**src/rtl/mcu_csr_axil_pkg.sv**
```systemverilog
//------------------------------------------------------------------------------
// mcu_csr_axil_pkg -- register map, status bit indices and AXI response codes
// Revision: 1.0
//------------------------------------------------------------------------------
`default_nettype none

package mcu_csr_axil_pkg;

  localparam logic [7:0] CSR_CTRL      = 8'h00;
  localparam logic [7:0] CSR_STATUS    = 8'h04;
  localparam logic [7:0] CSR_IRQ_EN    = 8'h08;
  localparam logic [7:0] CSR_DATA_LO   = 8'h10;
  localparam logic [7:0] CSR_DATA_HI   = 8'h14;
  localparam logic [7:0] CSR_GRID_LO   = 8'h18;
  localparam logic [7:0] CSR_GRID_HI   = 8'h1C;
  localparam logic [7:0] CSR_SCLE_LO   = 8'h20;
  localparam logic [7:0] CSR_SCLE_HI   = 8'h24;
  localparam logic [7:0] CSR_RUN_COUNT = 8'h28;

  localparam int ST_BUSY   = 0;
  localparam int ST_DONE   = 1;
  localparam int ST_ERROR  = 2;
  localparam int ST_REJECT = 3;

  localparam logic [1:0] RESP_OKAY   = 2'b00;
  localparam logic [1:0] RESP_SLVERR = 2'b10;

  // Byte-strobed update of either 32-bit half of a size register.
  function automatic logic [63:0] merge_half(input logic [63:0] cur, input logic hi,
                                             input logic [31:0] data, input logic [3:0] strb);
    logic [63:0] res;
    res = cur;
    for (int b = 0; b < 4; b++) begin
      if (strb[b]) begin
        if (hi) res[32 + 8*b +: 8] = data[8*b +: 8];
        else    res[8*b +: 8]      = data[8*b +: 8];
      end
    end
    return res;
  endfunction

endpackage

`default_nettype wire

```
**src/rtl/axil_csr_if.sv**
```systemverilog
//------------------------------------------------------------------------------
// axil_csr_if -- AXI-lite slave handshake turning bus traffic into register strobes
// Revision: 1.0
//------------------------------------------------------------------------------
`default_nettype none

module axil_csr_if
  import mcu_csr_axil_pkg::*;
#(
  parameter int ADDR_W = 6
) (
  input  logic              clk,
  input  logic              rst,
  input  logic [ADDR_W-1:0] awaddr_i,
  input  logic              awvalid_i,
  output logic              awready_o,
  input  logic [31:0]       wdata_i,
  input  logic [3:0]        wstrb_i,
  input  logic              wvalid_i,
  output logic              wready_o,
  output logic [1:0]        bresp_o,
  output logic              bvalid_o,
  input  logic              bready_i,
  input  logic [ADDR_W-1:0] araddr_i,
  input  logic              arvalid_i,
  output logic              arready_o,
  output logic [31:0]       rdata_o,
  output logic [1:0]        rresp_o,
  output logic              rvalid_o,
  input  logic              rready_i,
  output logic              wr_en_o,
  output logic [ADDR_W-1:0] wr_addr_o,
  output logic [31:0]       wr_data_o,
  output logic [3:0]        wr_strb_o,
  input  logic              wr_err_i,
  output logic              rd_en_o,
  output logic [ADDR_W-1:0] rd_addr_o,
  input  logic [31:0]       rd_data_i,
  input  logic              rd_err_i
);

  logic              aw_full_q, w_full_q, bvalid_q, rvalid_q;
  logic [ADDR_W-1:0] aw_addr_q;
  logic [31:0]       w_data_q, rdata_q;
  logic [3:0]        w_strb_q;
  logic [1:0]        bresp_q, rresp_q;
  logic              aw_hs, w_hs;

  // Readies are forced low while reset is asserted, not just after it releases.
  assign awready_o = !rst && !aw_full_q && !bvalid_q;
  assign wready_o  = !rst && !w_full_q  && !bvalid_q;
  assign arready_o = !rst && !rvalid_q;

  assign aw_hs = awvalid_i && awready_o;
  assign w_hs  = wvalid_i  && wready_o;

  // A channel arriving this cycle counts as held, so AW+W together complete in one cycle.
  assign wr_en_o   = (aw_full_q || aw_hs) && (w_full_q || w_hs);
  assign wr_addr_o = aw_full_q ? aw_addr_q : awaddr_i;
  assign wr_data_o = w_full_q  ? w_data_q  : wdata_i;
  assign wr_strb_o = w_full_q  ? w_strb_q  : wstrb_i;

  assign rd_en_o   = arvalid_i && arready_o;
  assign rd_addr_o = araddr_i;

  assign bvalid_o = bvalid_q;
  assign bresp_o  = bresp_q;
  assign rvalid_o = rvalid_q;
  assign rdata_o  = rdata_q;
  assign rresp_o  = rresp_q;

  always_ff @(posedge clk or posedge rst) begin
    if (rst) begin
      aw_full_q <= 1'b0;
      w_full_q  <= 1'b0;
      aw_addr_q <= '0;
      w_data_q  <= '0;
      w_strb_q  <= '0;
      bvalid_q  <= 1'b0;
      bresp_q   <= RESP_OKAY;
    end else if (wr_en_o) begin
      aw_full_q <= 1'b0;
      w_full_q  <= 1'b0;
      bvalid_q  <= 1'b1;
      bresp_q   <= wr_err_i ? RESP_SLVERR : RESP_OKAY;
    end else begin
      if (aw_hs) begin
        aw_full_q <= 1'b1;
        aw_addr_q <= awaddr_i;
      end
      if (w_hs) begin
        w_full_q <= 1'b1;
        w_data_q <= wdata_i;
        w_strb_q <= wstrb_i;
      end
      if (bvalid_q && bready_i) bvalid_q <= 1'b0;
    end
  end

  always_ff @(posedge clk or posedge rst) begin
    if (rst) begin
      rvalid_q <= 1'b0;
      rdata_q  <= '0;
      rresp_q  <= RESP_OKAY;
    end else if (rd_en_o) begin
      rvalid_q <= 1'b1;
      rdata_q  <= rd_data_i;
      rresp_q  <= rd_err_i ? RESP_SLVERR : RESP_OKAY;
    end else if (rvalid_q && rready_i) begin
      rvalid_q <= 1'b0;
    end
  end

endmodule

`default_nettype wire

```
**src/rtl/mcu_csr_axil.sv**
```systemverilog
//------------------------------------------------------------------------------
// mcu_csr_axil -- MCU control/status register file: sizes, start pulse, status, irq
// Revision: 1.0
//------------------------------------------------------------------------------
`default_nettype none

module mcu_csr_axil
  import mcu_csr_axil_pkg::*;
#(
  parameter int ADDR_WIDTH_DATA  = 32,
  parameter int ADDR_WIDTH_GRID  = 32,
  parameter int ADDR_WIDTH_SCALE = 32,
  parameter int AXIL_ADDR_WIDTH  = 6
) (
  input  logic                       fsm_clk,
  input  logic                       rst,
  input  logic [AXIL_ADDR_WIDTH-1:0] s_axil_awaddr,
  input  logic [2:0]                 s_axil_awprot,
  input  logic                       s_axil_awvalid,
  output logic                       s_axil_awready,
  input  logic [31:0]                s_axil_wdata,
  input  logic [3:0]                 s_axil_wstrb,
  input  logic                       s_axil_wvalid,
  output logic                       s_axil_wready,
  output logic [1:0]                 s_axil_bresp,
  output logic                       s_axil_bvalid,
  input  logic                       s_axil_bready,
  input  logic [AXIL_ADDR_WIDTH-1:0] s_axil_araddr,
  input  logic [2:0]                 s_axil_arprot,
  input  logic                       s_axil_arvalid,
  output logic                       s_axil_arready,
  output logic [31:0]                s_axil_rdata,
  output logic [1:0]                 s_axil_rresp,
  output logic                       s_axil_rvalid,
  input  logic                       s_axil_rready,
  output logic                       operation_start,
  output logic [ADDR_WIDTH_DATA:0]   data_size,
  output logic [ADDR_WIDTH_GRID:0]   grid_size,
  output logic [ADDR_WIDTH_SCALE:0]  scle_size,
  input  logic                       operation_busy,
  input  logic                       operation_complete,
  input  logic                       operation_error,
  output logic                       irq
);

  localparam int DW = ADDR_WIDTH_DATA + 1;
  localparam int GW = ADDR_WIDTH_GRID + 1;
  localparam int SW = ADDR_WIDTH_SCALE + 1;

  logic                       wr_en, wr_err, rd_en_unused, rd_err;
  logic [AXIL_ADDR_WIDTH-1:0] wr_addr, rd_addr;
  logic [31:0]                wr_data, rd_data;
  logic [3:0]                 wr_strb;

  axil_csr_if #(.ADDR_W(AXIL_ADDR_WIDTH)) u_if (
    .clk(fsm_clk), .rst(rst),
    .awaddr_i(s_axil_awaddr), .awvalid_i(s_axil_awvalid), .awready_o(s_axil_awready),
    .wdata_i(s_axil_wdata), .wstrb_i(s_axil_wstrb), .wvalid_i(s_axil_wvalid),
    .wready_o(s_axil_wready), .bresp_o(s_axil_bresp), .bvalid_o(s_axil_bvalid),
    .bready_i(s_axil_bready), .araddr_i(s_axil_araddr), .arvalid_i(s_axil_arvalid),
    .arready_o(s_axil_arready), .rdata_o(s_axil_rdata), .rresp_o(s_axil_rresp),
    .rvalid_o(s_axil_rvalid), .rready_i(s_axil_rready),
    .wr_en_o(wr_en), .wr_addr_o(wr_addr), .wr_data_o(wr_data), .wr_strb_o(wr_strb),
    .wr_err_i(wr_err), .rd_en_o(rd_en_unused), .rd_addr_o(rd_addr),
    .rd_data_i(rd_data), .rd_err_i(rd_err)
  );

  logic          start_q, start_d, irq_q, irq_d;
  logic [3:1]    status_q, status_d, irq_en_q, irq_en_d, st_w1c;
  logic [31:0]   run_count_q, run_count_d;
  logic [DW-1:0] data_size_q, data_size_d;
  logic [GW-1:0] grid_size_q, grid_size_d;
  logic [SW-1:0] scle_size_q, scle_size_d;
  logic [63:0]   d64, g64, s64;
  logic [7:0]    wa, ra;
  logic          wr_mapped, size_addr, wr_ok, start_req, start_ok;

  assign wa  = 8'({wr_addr[AXIL_ADDR_WIDTH-1:2], 2'b00});
  assign ra  = 8'({rd_addr[AXIL_ADDR_WIDTH-1:2], 2'b00});
  assign d64 = 64'(data_size_q);
  assign g64 = 64'(grid_size_q);
  assign s64 = 64'(scle_size_q);

  always_comb begin
    wr_mapped = 1'b1;
    size_addr = 1'b0;
    case (wa)
      CSR_CTRL, CSR_STATUS, CSR_IRQ_EN, CSR_RUN_COUNT: ;
      CSR_DATA_LO, CSR_DATA_HI, CSR_GRID_LO, CSR_GRID_HI,
      CSR_SCLE_LO, CSR_SCLE_HI: size_addr = 1'b1;
      default: wr_mapped = 1'b0;
    endcase
  end

  assign wr_err    = !wr_mapped || (size_addr && operation_busy);
  assign wr_ok     = wr_en && !wr_err;
  assign start_req = wr_ok && (wa == CSR_CTRL) && wr_strb[0] && wr_data[0];
  assign start_ok  = start_req && !operation_busy &&
                     (|data_size_q) && (|grid_size_q) && (|scle_size_q);
  assign st_w1c    = (wr_ok && (wa == CSR_STATUS) && wr_strb[0]) ? wr_data[3:1] : 3'b000;

  always_comb begin
    start_d     = start_ok;
    // Sets are ORed in after the clear, so a same-cycle event beats W1C.
    status_d    = (status_q & ~st_w1c) |
                  {start_req && !start_ok, operation_error, operation_complete};
    irq_en_d    = irq_en_q;
    run_count_d = run_count_q + 32'(operation_complete);
    irq_d       = |(status_q & irq_en_q);
    data_size_d = data_size_q;
    grid_size_d = grid_size_q;
    scle_size_d = scle_size_q;
    if (wr_ok) begin
      case (wa)
        CSR_IRQ_EN:               if (wr_strb[0]) irq_en_d = wr_data[3:1];
        CSR_DATA_LO, CSR_DATA_HI: data_size_d = DW'(merge_half(d64, wa[2], wr_data, wr_strb));
        CSR_GRID_LO, CSR_GRID_HI: grid_size_d = GW'(merge_half(g64, wa[2], wr_data, wr_strb));
        CSR_SCLE_LO, CSR_SCLE_HI: scle_size_d = SW'(merge_half(s64, wa[2], wr_data, wr_strb));
        default: ;
      endcase
    end
  end

  always_comb begin
    rd_data = '0;
    rd_err  = 1'b0;
    case (ra)
      CSR_CTRL: ;
      CSR_STATUS: begin
        rd_data[ST_BUSY]           = operation_busy;
        rd_data[ST_REJECT:ST_DONE] = status_q;
      end
      CSR_IRQ_EN:    rd_data[3:1] = irq_en_q;
      CSR_DATA_LO:   rd_data = d64[31:0];
      CSR_DATA_HI:   rd_data = d64[63:32];
      CSR_GRID_LO:   rd_data = g64[31:0];
      CSR_GRID_HI:   rd_data = g64[63:32];
      CSR_SCLE_LO:   rd_data = s64[31:0];
      CSR_SCLE_HI:   rd_data = s64[63:32];
      CSR_RUN_COUNT: rd_data = run_count_q;
      default:       rd_err  = 1'b1;
    endcase
  end

  always_ff @(posedge fsm_clk or posedge rst) begin
    if (rst) begin
      start_q     <= 1'b0;
      irq_q       <= 1'b0;
      status_q    <= '0;
      irq_en_q    <= '0;
      run_count_q <= '0;
      data_size_q <= '0;
      grid_size_q <= '0;
      scle_size_q <= '0;
    end else begin
      start_q     <= start_d;
      irq_q       <= irq_d;
      status_q    <= status_d;
      irq_en_q    <= irq_en_d;
      run_count_q <= run_count_d;
      data_size_q <= data_size_d;
      grid_size_q <= grid_size_d;
      scle_size_q <= scle_size_d;
    end
  end

  assign operation_start = start_q;
  assign irq             = irq_q;
  assign data_size       = data_size_q;
  assign grid_size       = grid_size_q;
  assign scle_size       = scle_size_q;

  logic unused;
  assign unused = ^{s_axil_awprot, s_axil_arprot, wr_addr[1:0], rd_addr[1:0], rd_en_unused};

endmodule

`default_nettype wire

```
**config.mk**
```make
export PLATFORM = sky130hd
export DESIGN_NAME = mcu_csr_axil
export DESIGN_NICKNAME = d
export VERILOG_FILES = /design/src/rtl/mcu_csr_axil_pkg.sv /design/src/rtl/axil_csr_if.sv /design/src/rtl/mcu_csr_axil.sv
export SDC_FILE = /design/constraint.sdc
export NUM_CORES = 1
export LEC_CHECK = 0
export CAP_MARGIN = 40
export CELL_PAD_IN_SITES_DETAIL_PLACEMENT = 1
export CELL_PAD_IN_SITES_GLOBAL_PLACEMENT = 1
export CORE_ASPECT_RATIO = 1.5
export CORE_MARGIN = 3
export CORE_UTILIZATION = 41
export CTS_CLUSTER_SIZE = 12
export DETAILED_ROUTE_END_ITERATION = 8
export PLACE_DENSITY_LB_ADDON = 0.05
export RECOVER_POWER = 50
export SYNTH_ARGS = -nofsm -noshare
export SYNTH_HDL_FRONTEND = slang
export SYNTH_SLANG_ARGS = --single-unit
export TNS_END_PERCENT = 1
```
**constraint.sdc**
```tcl
create_clock -name fsm_clk -period 8.3 [get_ports fsm_clk]
set_clock_uncertainty 0.05 [all_clocks]
set_input_delay 1.245 -clock fsm_clk [delete_from_list [all_inputs] [get_ports fsm_clk]]
set_output_delay 1.245 -clock fsm_clk [all_outputs]
set_load 0.02 [all_outputs]
```
## After elaboration in Yosys (flattened, before gate mapping)

Index checks and enable logic that the tools add are counted.

| operators by class | value |
|---|---|
| muxes and demuxes | 19 |
| $add $sub $neg | 1 |
| shift-type cells | 0 |
| equality and inequality tests | 18 |
| reductions and logical operators | 69 |
| magnitude comparators | 0 |
| divide/modulo/power cells | 0 |
| multiply operators | 0 |
| bitwise operators | 6 |

Operators by type and width:

| kind | count |
|---|---|
| one-hot mux 28 bit (4 select lines) | 1 |
| OR reduction 33 bit | 3 |
| AND reduction 4 bit | 15 |
| adder 32 x 1 -> 32 bit | 1 |
| equality test 4 x 3 -> 1 bit, second input constant | 8 |
| two-way mux 32 bit | 1 |
| equality test 4 bit, second input constant | 6 |
| logical AND 1 bit | 23 |
| OR reduction 10 bit | 2 |
| one-hot mux 3 bit (6 select lines) | 1 |
| logical NOT 8 bit | 2 |
| two-way mux 1 bit | 10 |
| logical NOT 1 bit | 9 |
| equality test 4 x 1 -> 1 bit, second input constant | 2 |
| equality test 4 x 2 -> 1 bit, second input constant | 2 |
| one-hot mux 1 bit (8 select lines) | 1 |
| nonzero test 2 bit | 4 |
| AND 3 bit | 2 |
| two-way mux 6 bit | 1 |
| OR reduction 2 bit | 3 |
| OR reduction 6 bit | 1 |
| two-way mux 2 bit | 2 |
| two-way mux 4 bit | 1 |
| AND reduction 2 bit | 2 |
| 7 further kinds | 10 |

| storage, ports and cells | value |
|---|---|
| input bits | 64 |
| bits in latches | 0 |
| logic and storage cells | 143 |
| register bits after elaboration | 221 |
| memory bits (writable) | 0 |
| output and inout bits | 142 |
| memories kept | 0 |
| bits in read-only memories | 0 |

## Depth between registers and ports, before layout

Gate-level depths: netlist of run 1.

| depth | value |
|---|---|
| depth after elaboration | 18 |
| mapped depth | 8 |
| mapped depth without buffers | 6 |

## By module

From an unflattened synthesis of run 1, not the netlist that was laid out.

| unflattened totals | value |
|---|---|
| cells, all modules | 797 |
| area, all modules | 10397.5 sq um |

By module, submodules not included:

| module | times used | seq. area each (sq um) | cells an instance | area each (sq um) |
|---|---|---|---|---|
| mcu_csr_axil | 1 | 3478.3 | 556 | 6663.9 |
| axil_csr_if | 1 | 2001.9 | 241 | 3733.6 |

## Worst setup path after synthesis of run 1

Ideal clock, no wire load.

| timing path | value |
|---|---|
| path type | in2out |
| from | in rst |
| to | out s_axil_awready |
| arrival time | 1.730 ns |
| cell stages on the path | 1 |
| data required time | 7.005 ns |
| path buffers | 0 |
| slack | 5.275 ns |
| path through | nor3_1 |

| between the ends | value |
|---|---|
| cells in the longest elaborated chain, start to end | 3 |

Ends and longest elaborated chain:

| what | line | RTL |
|---|---|---|
| start: declaration | mcu_csr_axil.sv:16 | `input logic rst,` |
| logical NOT 1 bit | axil_csr_if.sv:50 | `assign awready_o = !rst && !aw_full_q && !bvalid_q;` |
| logical AND 1 bit (2 in series) | axil_csr_if.sv:50 |  |
| end: declaration | mcu_csr_axil.sv:20 | `output logic s_axil_awready,` |

No other way between the ends.

==> results.md, run 1 <==
- Outcome: finished with violations
- Failing checks: capacitance limit, slew limit
- CTS tree: yes
- Vias per cell: around 5.8
- GP Congestion: between 0.8 and 0.9
- Share of post-route cells with drive strength above 1: between 20% and 30%
- Max-slew headroom: -101.6%
- HP Start: run_count_q[31]
- Number of remaining DRC errors: 0
- FP Rows: slightly below 70
- Placed Area: between 10,000 and 15,000 um2
- Area growth syn-to-layout: 30.14%
- Met3 Usage GRT: 4.035%
- LEAKAGE: slightly below 0.006 uW
- Post-synth top cells: dfrtp_1 (217), mux2_2 (180), nand2_1 (43), o21ai_0 (38)
- Finished Cell Area: 12,970 um2
- Simple-gate share of the synthesized area: 10.32%
- Met1 usage: a little under a third
- Hold Vio Cnt, Final: 0
- First-pass GRT wire length: 51,800 um
- Hold Crit Class: reg -> reg
- Largest net degree at the start of global routing: 120
- Setup Crit Path Kind: in -> async
- Setup crit start: rst
- Pre-CTS WS: just under 4 ns
- Reg2Reg Depth: 6
- Max-slew violation count: roughly 160
- Max clock buf depth: 3
- Sequential cell area fraction in the yosys report: a little over half
- Ant diodes: 0
- Ranking of synthesized cells by area: dfrtp_1 (54%), mux2_2 (20%), a221oi_1 (2.7%)
- Tcrit/Tclk final: a little under two thirds
- Vias in the first global route: ~8.5k
- Total power: about 3900 uW
- Most used DFF post-synth: dfrtp_1
- Post-CTS Hold Fix Bufs: 0
- Library cells used by synthesis: 54
- Hold Path Sink: run_count_q[31]
- Max IR drop VDD: ~0.00016 V
- RSZ-0062 raised after global routing: false
- Reg2reg setup slack: around 5.1 ns
- Via count: 7,654
- Setup Viol. Count Final: 0
- Die X: about 130 um
- Clk Latency, worst-skew pair: between 0.5 and 0.6 ns
- Hold Path Cell Cnt: 1
- Share of the synthesized area in the top cell type: a little over half
- Setup TNS: 0 ns
- Routed wire length: about 34,000 um
- Asr flop ratio synth: 100.0%
- PD cells: 303.6 nW/um2
- Post-synth EDFFs: 0
- DP HPWL: approximately 24,000 um
- Clk root buf: clkbuf_16
- Gr ovfl total: 0
- Number of clock sinks: 217
- Total number of yosys warnings: 0
- Worst-path fanout max: 119
- Number of max-cap violations: 2
- Starting DRT DRC Count: about 340
- Largest family of logic cells by synthesized area: multiplexers
- Crit. End Element: async pin
- Synth Area in Compound Gates: roughly 9.1%
- WP data arrival: between 5 and 6 ns
- Worst Tran Pin Value: just over 3 ns
- Fmax: ~190 MHz
- CTS Buf Count: 23
- Critical Path Source Type: input port
- Synth area leader: dfrtp_1
- Adder-cell area share of the yosys netlist: less than 1%
- H-tree Lvls: 1
- Worst-path clk slew: 0.06 ns
- Xor-xnor portion of the synthesized cell area: 2.637%
- Die area: 26,250 um2
- FF-to-FF End: u_if.rdata_o[25]
- Drt pass-1 iters: 5
- Worst Path Required: just under 9 ns
- Worst setup margin: about 3.0 ns
- Nets: 1,050
- Total track usage: between 20% and 30%
- Post-CTS setup buffer count: 0
- Post-cts gate resize count: 0
- Fin crit period: between 5 and 6 ns
- Ports: slightly above 200
- Routing usage on met2: ~47%
- Synth Register Bits: about 220
- Synth Cell Area: ~10000 um2
- Die Y-Extent: about 200 um
- Multiplexer share of the synthesized area: about a fifth
- Post-Syn Area per Cell: between 10 and 15 um2
- Top-count cell post-synth: dfrtp_1
- Initial antenna violation count: 0
- IO buf count: between 150 and 200
- GRT busiest layer: met2
- Core ar.: roughly 24,000 um2
- Mean routed wirelength per cell: about 26 um
- Final antenna-violating net count: 0
- Synthesized instance count: ~790
- Fill count: between 2k and 2.5k
- Worst r2r src: u_if.rvalid_o
- Starting Density: approximately two fifths
==> worst max-delay path, cell delays in order <==
cell	delay, ns
dlygate4sd3_1	0.65
clkinvlp_2	0.74
clkbuf_2	2.16
clkbuf_1	0.52
buf_16	0.34
==> cell type report <==
| cell class | instances | area [um2] | share of cell area [%] |
|---|---|---|---|
| Sequential cell | 217 | 5431 | 41.88 |
| Multi-Input combinational cell | 527 | 4357 | 33.59 |
| Timing Repair Buffer | 206 | 2079 | 16.03 |
| Clock buffer | 33 | 653.1 | 5.036 |
| Tap cell | 319 | 399.1 | 3.077 |
| Inverter | 9 | 35.03 | 0.2701 |
| Clock inverter | 3 | 15.01 | 0.1158 |
==> flip-flops by register name, indices dropped and copies added, names as in the netlist, 3 cells and up <==
| name | cells |
|---|---|
| grid_size | 33 |
| status_q | 3 |
| u_if.w_strb_q | 4 |
| scle_size | 33 |
| irq_en_q | 3 |
| data_size | 33 |
| u_if.w_data_q | 32 |
| u_if.rdata_o | 32 |
| run_count_q | 32 |
| u_if.aw_addr_q | 4 |
==> placed cells by master (no fill, tap or decap), drive strengths merged, types with 5 or more instances in the layout <==
cell type,Yosys,routed
nor2,17,17
o21ai,38,38
nor4,26,26
a221oi,31,31
clkdlybuf4s50,0,89
xnor2,20,20
nand4,10,10
buf,13,10
dlygate4sd3,0,104
and4,5,5
nand2,51,51
xor2,10,10
nor3,17,17
clkbuf,26,36
nand3,19,19
mux2i,8,8
dfrtp,217,217
nand2b,5,5
a22o,31,31
and3,7,7
inv,9,8
nor2b,7,7
mux2,180,180
==> how the worst max path moves through the flow <==
stage	endpoint	slack [ns]	cells after the start
6_report	u_if.w_data_q[12]	3.00	5
5_1_grt	u_if.w_full_q	2.26	3
4_1_cts	s_axil_awready	4.21	3
3_5_place_dp	scle_size[4]	3.85	6
3_3_place_gp	scle_size[22]	3.89	6
2_1_floorplan	data_size[0]	1.07	1
==> layer usage <==
layer / up-vias / wire length, um
met5: - / 0
met1: 4023 / 13120
li1: 3341 / -
met3: 63 / 1480
met4: 0 / 1159
met2: 227 / 17810
==> power breakdown <==
group	switching [uW]	internal, uW
registers	301	1340
logic	706	644
clock network	411	540
==> kinds of logic (layout without fill, tap and decap cells) <==
| family | after synthesis | in the layout |
|---|---|---|
| AO/OA/AOI/OAI | 123 | 123 |
| buffers and inverters | 48 | 251 |
| flip-flops | 217 | 217 |
| AND/OR/NAND/NOR | 182 | 182 |
| other | 1 | 2 |
| multiplexers | 188 | 188 |
| adder cells (fa/ha/maj) | 2 | 2 |
| XOR/XNOR | 30 | 30 |
==> per-stage QoR <==
stage | cells | util (%) | hold slack (ns)
after global placement | 1271 | 51.24 | 0.4131
after global routing | 1314 | 54.43 | 0.4526
final | 1314 | 54.43 | 0.4233
after detailed placement | 1278 | 51.80 | 0.4173
after floorplan | 792 | - | 0.3920
after CTS | 1314 | 54.61 | 0.4256
Note: power is estimated with default switching activity, not from simulation.
==> run 2, diff against run 1 <==
==> constraint.sdc (replaced) <==
create_clock -name fsm_clk -period 5.4 [get_ports fsm_clk]
set_clock_uncertainty 0.05 [all_clocks]
set_input_delay 0.81 -clock fsm_clk [delete_from_list [all_inputs] [get_ports fsm_clk]]
set_output_delay 0.81 -clock fsm_clk [all_outputs]
set_load 0.02 [all_outputs]
==> run 2 against run 1 <==
Cell area rose by 0.29%. Core utilization is 0.16 points higher. Power grew 57%. Via count shrank 0.78%. Critical endpoint is now scle_size[10]. The run still ends with capacitance limit, slew limit left. Non-clock buffer count unchanged. Sequential cell count unchanged.
==> results.md, run 2 (synthesis results as in run 1) <==
- Fin crit period: 3.822 ns
- Total track usage: 25.84% (+0.31 points)
- GP Congestion: 0.8890 (-0.11%)
- Highest routed layer: met4
- Starting DRT DRC Count: 363 (+7.1%)
- Reg area: 5431 um2 (unchanged)
- Routed wire length: 33,820 um (+0.76%)
- HP Start: run_count_q[31]
- Area growth syn-to-layout: 30.52%
- Max IR drop VDD: 0.0002479 V (+53%)
- Reg2reg setup slack: 2.26 ns (-2.82 ns)
- Worst-path fanout max: 86 (-28%)
- Hold Crit Class: reg -> reg
- FP Rows: 69 (unchanged)
- Die Y-Extent: 196.9 um (unchanged)
- Crit. End Element: async pin
- Ant diodes: 0 (unchanged)
- Gr ovfl total: 0 (unchanged)
- First-pass GRT wire length: 52,170 um (+0.72%)
- Worst Path Required: 5.51 ns (-3.39 ns)
- FF-to-FF End: scle_size[2]
- Number of clock sinks: 217 (unchanged)
- Most frequent cells in the layout: dfrtp_1 (216), mux2_2 (180), clkdlybuf4s50_1 (153)
- Vias in the first global route: 8,604 (+0.87%)
- CTS tree: yes
- Drt pass-1 iters: 4 (-1)
- Fill count: 2,474 (+2.2%)
- Ports: 206 (unchanged)
- Core ar.: 23,830 um2 (unchanged)
- Number of max-cap violations: 3 (+1)
- Metal2 WL: 17,670 um (-0.76%)
- WP data arrival: 3.93 ns (-1.98 ns)
- Outcome: finished with violations
- Setup TNS: 0 ns (unchanged)
- Nets: 1,050 (unchanged)
- LEAKAGE: 0.005761 uW (-3.3%)
- Mean routed wirelength per cell: 25.72 um (+0.68%)
- Clk Latency, worst-skew pair: 0.50 ns (about the same)
- Hold Path Cell Cnt: 1 (unchanged)
- Initial antenna violation count: 0 (unchanged)
- Vias per cell: 5.775 (-0.86%)
- Die X: 133.3 um (unchanged)
- Max-slew violation count: 125 (-21%)
- Post-CTS setup buffer count: 0 (unchanged)
- Sequential Power Share: 40.8% (-0.8 points)
- Post-cts gate resize count: 0 (unchanged)
- Placed cells: 1,278 (unchanged)
- IO buf count: 193 (unchanged)
- Int Power: 3986 uW (+58%)
- Hold Vio Cnt, Final: 0 (unchanged)
- Max clock buf depth: 3 (unchanged)
- Largest net degree at the start of global routing: 87 (-28%)
- Hold Path Sink: run_count_q[31]
- Setup Crit Path Kind: in -> async
- Failing checks: capacitance limit, slew limit
- CTS Buf Count: 23 (unchanged)
- H-tree Lvls: 1 (unchanged)
- Via count: 7,594 (-0.78%)
- PD cells: 474.8 nW/um2 (+56%)
- Sw frac: 35.45% (-0.56 points)
- Starting Density: 41.82% (unchanged)
- Clock power share: 24.6% (+0.5 points)
- DR WL met3: 1818 um (+23%)
- Multi-input combinational cell area: 4357 um2 (unchanged)
- Tcrit/Tclk final: 70.77%
- Worst r2r src: u_if.w_full_q
- Most common cell after layout, fill and taps aside: dfrtp_1
- Critical Path Source Type: input port
- Post-Route M1 WL: 12,860 um (-2.0%)
- Share of post-route cells with drive strength above 1: 24.20% (-0.024 points)
- Comb pwr share: 34.5% (+0.2 points)
- Psw: 2190 uW (+54%)
- RSZ-0062 raised after global routing: false
- Clk root buf: clkbuf_16
- Setup Viol. Count Final: 0 (unchanged)
- Die area: 26,250 um2 (unchanged)
- DP HPWL: 24,850 um (+1.9%)
- Worst-path clk slew: 0.06 ns (about the same)
- Reg2Reg Depth: 5 (-1)
- Finished Layout Cells: 1,315 (+0.076%)
- Max-slew headroom: -46.66% (+55 points)
- Worst Tran Pin Value: 2.200 ns (-0.8235 ns)
- Number of remaining DRC errors: 0 (unchanged)
- Fmax: around 260 MHz
- Post-CTS Hold Fix Bufs: 0 (unchanged)
- Final antenna-violating net count: 0 (unchanged)
-- run 2: cell count changes in the layout (fill, tap and decap cells not counted), sizes merged --
| cell | change |
|---|---|
| bufinv | +1 |
| clkdlybuf4s50 | +64 |
| dlygate4sd3 | -64 |
| clkinv | -2 |
| clkbuf | +2 |
-- run 2: worst max-delay path by stage --
stage,startpoint,to
2_1_floorplan,rst,data_size[0]
3_3_place_gp,rst,scle_size[22]
3_5_place_dp,rst,scle_size[29]
4_1_cts,rst,scle_size[24]
5_1_grt,rst,u_if.w_data_q[8]
6_report,rst,scle_size[10]
-- run 2: power by group through the flow --
stage | Combinational, uW | Sequential, uW | Clock, uW
after floorplan | 966 | 2640 | 0
after global placement | 2090 | 2510 | 0
after detailed placement | 2160 | 2540 | 0
after CTS | 2170 | 2520 | 1560
after global routing | 2270 | 2580 | 1640
final | 2130 | 2520 | 1520
-- run 2: metal layers --
metal	vias up	GRT usage (%)
li1	3332	-
met1	3952	30.69
met2	237	46.27
met3	73	4.137
met4	0	11.21
met5	-	0
-- run 2: layout make-up --
cell class              count  area share, %
flip-flops and latches    217          41.76
multi-input cells         527          33.49
inverters                   9         0.2693
well taps                 319          3.068
repair buffers            206          15.99
clock inverters             2         0.2693
clock buffers              35          5.156
-- run 2: metrics by stage --
stage	utilization, %	total power [uW]	cell area (um2)	hold WS (ns)	worst slack [ns]
2_1_floorplan	-	3605	9973	0.3920	1.714
3_3_place_gp	51.37	4605	12240	0.4102	1.498
3_5_place_dp	51.81	4696	12340	0.4152	1.505
4_1_cts	54.77	6245	13050	0.4266	2.040
5_1_grt	54.59	6490	13010	0.4455	1.069
6_report	54.59	6176	13010	0.4235	1.578
-- run 2: worst max-delay path: stages --
cell           delay (ns)
dlygate4sd3_1        0.65
clkinvlp_2           0.69
clkbuf_2             1.66
